$ cat src/rtl/echo_indication_deserializer.sv
// Deserialises a 32-bit header+payload stream into a 96-bit heard message; one cycle from last payload word to enq__ENA.
// A held message deasserts in__RDY until enq__RDY takes it; unknown or malformed messages are skipped and counted.
module echo_indication_deserializer #(
    parameter int METHOD_HEARD = 0,
    parameter int TAG_HEARD    = 1,
    parameter int HEARD_LEN    = 2,
    parameter int DROP_WIDTH   = 16
) (
    input  logic                  CLK,
    input  logic                  RST,
    input  logic                  in__ENA,
    input  logic [31:0]           in_data,
    output logic                  in__RDY,
    output logic                  enq__ENA,
    output logic [95:0]           enq_v,
    input  logic                  enq__RDY,
    output logic [DROP_WIDTH-1:0] drop_count
);

    typedef struct packed {
        logic [15:0] meth_id;
        logic [15:0] len;
    } hdr_t;

    typedef struct packed {
        logic [31:0] v;
        logic [31:0] meth;
        logic [31:0] tag;
    } msg_t;

    typedef enum logic [1:0] {
        IDLE,
        PAYLOAD,
        DISCARD,
        HOLD
    } state_t;

    state_t          state, state_nxt;
    logic [15:0]     remaining, remaining_nxt;
    logic            word_idx, word_idx_nxt;
    logic [31:0]     meth_r, meth_nxt;
    logic [31:0]     v_r, v_nxt;
    logic            drop_inc;
    hdr_t            hdr;
    msg_t            msg;

    assign hdr = hdr_t'(in_data);

    always_ff @(posedge CLK) begin
        if (RST) begin
            state      <= IDLE;
            remaining  <= '0;
            word_idx   <= 1'b0;
            meth_r     <= '0;
            v_r        <= '0;
            drop_count <= '0;
        end else begin
            state     <= state_nxt;
            remaining <= remaining_nxt;
            word_idx  <= word_idx_nxt;
            meth_r    <= meth_nxt;
            v_r       <= v_nxt;
            // Saturate rather than wrap so a flood of bad traffic stays visible.
            if (drop_inc && (drop_count != {DROP_WIDTH{1'b1}}))
                drop_count <= drop_count + 1'b1;
        end
    end

    always_comb begin
        state_nxt     = state;
        remaining_nxt = remaining;
        word_idx_nxt  = word_idx;
        meth_nxt      = meth_r;
        v_nxt         = v_r;
        drop_inc      = 1'b0;
        case (state)
            IDLE: begin
                if (in__ENA) begin
                    if ((hdr.meth_id == 16'(METHOD_HEARD)) && (hdr.len == 16'(HEARD_LEN))) begin
                        state_nxt    = PAYLOAD;
                        word_idx_nxt = 1'b0;
                    end else begin
                        drop_inc = 1'b1;
                        if (hdr.len != 16'd0) begin
                            state_nxt     = DISCARD;
                            remaining_nxt = hdr.len;
                        end
                    end
                end
            end
            PAYLOAD: begin
                if (in__ENA) begin
                    if (!word_idx) begin
                        meth_nxt     = in_data;
                        word_idx_nxt = 1'b1;
                    end else begin
                        v_nxt     = in_data;
                        state_nxt = HOLD;
                    end
                end
            end
            DISCARD: begin
                if (in__ENA) begin
                    remaining_nxt = remaining - 16'd1;
                    if (remaining == 16'd1)
                        state_nxt = IDLE;
                end
            end
            HOLD: begin
                if (enq__RDY)
                    state_nxt = IDLE;
            end
            default: state_nxt = IDLE;
        endcase
    end

    // Ready depends on state only, so no combinational path from enq__RDY.
    assign in__RDY  = (state != HOLD);
    assign enq__ENA = (state == HOLD);

    always_comb begin
        msg.v    = v_r;
        msg.meth = meth_r;
        msg.tag  = 32'(TAG_HEARD);
        enq_v    = enq__ENA ? 96'(msg) : 96'd0;
    end

endmodule

$ cat config.mk
export PLATFORM = sky130hd
export DESIGN_NAME = echo_indication_deserializer
export DESIGN_NICKNAME = d
export VERILOG_FILES = /design/src/rtl/echo_indication_deserializer.sv
export SDC_FILE = /design/constraint.sdc
export NUM_CORES = 1
export LEC_CHECK = 0
export BUFFER_PORTS_ARGS = -buffer_cell sky130_fd_sc_hd__buf_2
export CAP_MARGIN = 25
export CORE_ASPECT_RATIO = 1.25
export CORE_MARGIN = 4
export CORE_UTILIZATION = 52
export CTS_CLUSTER_DIAMETER = 80
export DETAILED_ROUTE_END_ITERATION = 10
export PLACE_DENSITY = 0.8
export REMOVE_ABC_BUFFERS = 1
export SLEW_MARGIN = 20
export SYNTH_ARGS = -nofsm -noshare
export SYNTH_HDL_FRONTEND = slang
export SYNTH_SLANG_ARGS = --single-unit
$ cat constraint.sdc
create_clock -name CLK -period 2.45 [get_ports CLK]
set_input_delay 0.1225 -clock CLK [delete_from_list [all_inputs] [get_ports CLK]]
set_output_delay 0.1225 -clock CLK [all_outputs]
set_load 0.1 [all_outputs]
==> results.md <==
- Summing all non-filler instances in the final layout gives an area of between 6000 and 7000 um^2.
- Of all cell types, the one taking the most synthesized area is dfxtp_1.
- The starting utilization of the core area is 0.537.
- The number of search-and-repair iterations in the first detailed-routing pass is 5.
- The post-synthesis instance area is around 5200 um^2.
- The number of antenna violations at the first check in global routing was 0.
- The I/O pin count is 150.
- The later pin in the worst-skew pair is clocked with a latency of approximately 350 ps.
- STA classifies the critical path startpoint as a flop.
- The count of buffers added on input and output ports is approximately 120.
- The floorplan step set the die width to ~100 um.
- The minimum setup slack among reg-to-reg paths is approximately 300 ps.
- IR analysis of the VDD net gives a maximum drop of between 0.4 and 0.5 mV.
- The final count of hold timing violations is 0.
- The overall routed net length is 14200 um.
- The cell with the most instances after synthesis is nand2_1.
- The gate count of the mapped netlist is between 600 and 700.
- The master of the slowest instance on the critical path is or4b_1.
- The prevailing post-synth register cell is dfxtp_1.
- For this run the aggregate overflow at the end of global routing stands at 0.
- Counting flops with an async set or reset pin after synthesis yields a share of 0.
- The number of max-slew violations in the final report was 0.
- The period utilization is 0.879.
- In the final layout, the share of cells above drive strength 1 is 0.218.
- Measured against its own limit, the worst slew margin works out to 0.527.
- The antenna diode count is 0.
- The number of cells on the worst reg-to-reg path is 7.
- Once detail routing completed, the nets flagged for antenna violations numbered 0.
- At the end of the flow, the number of nets in the layout was roughly 800.
- Summed over all cells, the static leakage comes to about 2.7 nW.
- The area added between synthesis and finish is 16.4%.
- The maximum clock skew at final layout is around 5.8 ps.
- The share of the Yosys chip area taken by registers is 0.382.
- The half-perimeter wire length after placement is about 10000 um.
- Data on the critical path arrives at its endpoint at approximately 2400 ps.
- Yosys attributes the largest share of cell area to dfxtp_1, nand2_1, a21oi_1, and3_1, buf_4.
- The number of H-tree levels is 3.
- TritonCTS built the clock tree.
- The origin of the worst min-delay path is in_data[28].
- At the end of routability-driven placement, the weighted congestion stood at between 0.9 and 1.
- Of the post-synthesis cell area, the dominant cell type holds 0.382.
- In the routed design, unresolved DRC markers number 0.
- The signal on the critical path passes through inv_1, ha_1, or4b_1, nor2_1, and3_1, a21oi_1, o32ai_1.
- The launching point of the worst reg2reg path is remaining[0].
- The power density over cell area is about 620 nW/um^2.
- The worst hold path belongs to the class input pin to flop.
- The post-place instance area is roughly 5700 um^2.
- The number of vias per cell is approximately 5.7.
- Hold repair after CTS inserted 0 buffers.
- A synthesized cell averages 7.46 um^2.
- The pre-CTS worst setup slack is between 200 and 300 ps.
- Along the worst hold path, the cell count comes to 3.
- Derived from the worst setup path, the maximum achievable clock frequency is ~460 MHz.
- Ranked by instance count, the synthesized netlist is headed by nand2_1, a21oi_1, dfxtp_1, and3_1, clkbuf_1.
- The type of the setup path with the least slack is flop to flop.
- The worst setup margin is 295 ps.
- The detailed router's first-iteration violation count is 338.
- Clock-pin slew was measured on the worst setup and hold paths at roughly 70 ps.
- STA classifies the critical path endpoint as a flop.
- CTS saw 99 sinks.
- The count of vias placed by the detailed router is around 5200.
- In the global route stage, overall resource usage came out at 0.239.
- Dividing the detail-routed wire length by the instance count gives around 16 um.
- The die is approximately 120 um tall.
- The transition time at the pin with the least slew margin is between 700 and 800 ps.
- The number of clock buffers added by TritonCTS is 9.
- Setup repair after global routing left no endpoint under its margin.
- The number of warnings printed during yosys synthesis is 0.
- The number of setup buffers added after CTS is 0.
- The die covers 11700 um^2.
- The tool flagged a number of max-cap violations equal to 0.
- The time the final worst path needs with I/O delays and setup is 2150 ps.
- The endpoint of the lowest-slack register-to-register path is remaining[12].
- The largest stage delay on the critical path is ~640 ps.
- The core area is about 9700 um^2.
- Once placement completed, the tool counted placed cells totaling between 800 and 900.
- Counting flops and latches in the post-synthesis netlist gives between 90 and 100.
- The via count of the first global-routing pass was between 4000 and 5000.
- The number of rows in the core area is 40.
- Once layout is complete, the cells apart from fillers number 912.
- The count of cell types in the netlist is 54.
- The data required time of the critical path is around 2700 ps.
- The maximum number of pins on one net before global-route repair is 52.
- The run finished with clean final reports.
- The final count of negative-setup-slack endpoints is 0.
- The biggest fanout along the worst timing path is 8.
- The first global-routing pass estimated around 23000 um of wire.
- The endpoint of the worst hold-timing path is meth_r[28].
- The synthesized design contains 0 enable-type register cells.
- The clock tree root buffer cell is clkbuf_16.
- The clock passes through at most 2 buffers.
- The number of gates resized after CTS was 0.
==> cell usage in the layout (no fill, tap or decap), drive strengths merged, types with 2 or more instances in the layout <==
cell type    n
clkinv       2
mux2         2
nand4        7
o21a         2
or2          5
ha           3
nand2b       4
buf        135
or4          6
nor2        25
and4         2
nor3         7
or3         12
and3        71
conb        31
nand2      150
o21ai       22
nor4        15
and2         4
dfxtp       99
o31ai        6
o41ai        2
o32ai       13
o211ai       3
nand3        7
clkbuf      11
a21boi       2
nor2b        5
inv          9
a21oi      109
==> per-stage QoR <==
step | power, W | utilization | setup TNS [ps] | hold slack (ps)
3_3_place_gp | 0.00226 | 0.593 | 0 | 386
3_5_place_dp | 0.00227 | 0.593 | 0 | 394
6_report | 0.00372 | 0.626 | 0 | 29.1
2_1_floorplan | 0.00211 | - | -11840 | 192
5_1_grt | 0.00386 | 0.626 | 0 | 36.0
4_1_cts | 0.00374 | 0.626 | 0 | 22.3
==> flip-flops by register name, summed over array words and instances (netlist names) <==
name and count:
state 2, meth_r 32, drop_count 16, word_idx 1, v_r 32, remaining 16
==> layout make-up <==
| class | count | area (um^2) |
|---|---|---|
| Fill cell | 864 | 3620 |
| Inverter | 8 | 30.0 |
| Multi-Input combinational cell | 528 | 2810 |
| Clock inverter | 5 | 60.1 |
| Sequential cell | 99 | 1980 |
| Tap cell | 126 | 158 |
| Clock buffer | 11 | 253 |
| Timing Repair Buffer | 135 | 743 |
==> power breakdown <==
part | switching (W) | internal (W)
clock network | 0.000631 | 0.000851
logic | 0.000452 | 0.000126
registers | 0.0000321 | 0.00163
==> worst max-delay path by stage <==
| stage | from | endpoint | slack, ps | cells after the start |
|---|---|---|---|---|
| 3_5_place_dp | in_data[19] | remaining[4] | 280 | 6 |
| 3_3_place_gp | in_data[8] | drop_count[11] | 420 | 7 |
| 6_report | remaining[0] | remaining[12] | 300 | 7 |
| 5_1_grt | remaining[1] | remaining[12] | 200 | 7 |
| 4_1_cts | remaining[0] | remaining[12] | 330 | 7 |
| 2_1_floorplan | state[0] | enq__ENA | -1170 | 2 |
==> critical path: cells and delay by family (launching register included) <==
kind	cells	cell delay [ps]
fa+ha+maj	1	220
buf+inv	1	80
flops	1	360
compound gates	2	290
simple gates	3	1110
==> per-layer routing <==
metal | share of wire | global-route usage
met1 | 0.38 | 0.274
met2 | 0.53 | 0.436
met3 | 0.059 | 0.0291
met4 | 0.027 | 0.119
met5 | 0 | 0
==> cell families after synthesis <==
group | synth area share
other cells | 0.000723
buf+inv | 0.0979
fa+ha+maj | 0.00723
mux | 0.00627
compound gates | 0.188
flops | 0.382
simple gates | 0.318
Note: power is estimated with default switching activity, not from simulation.
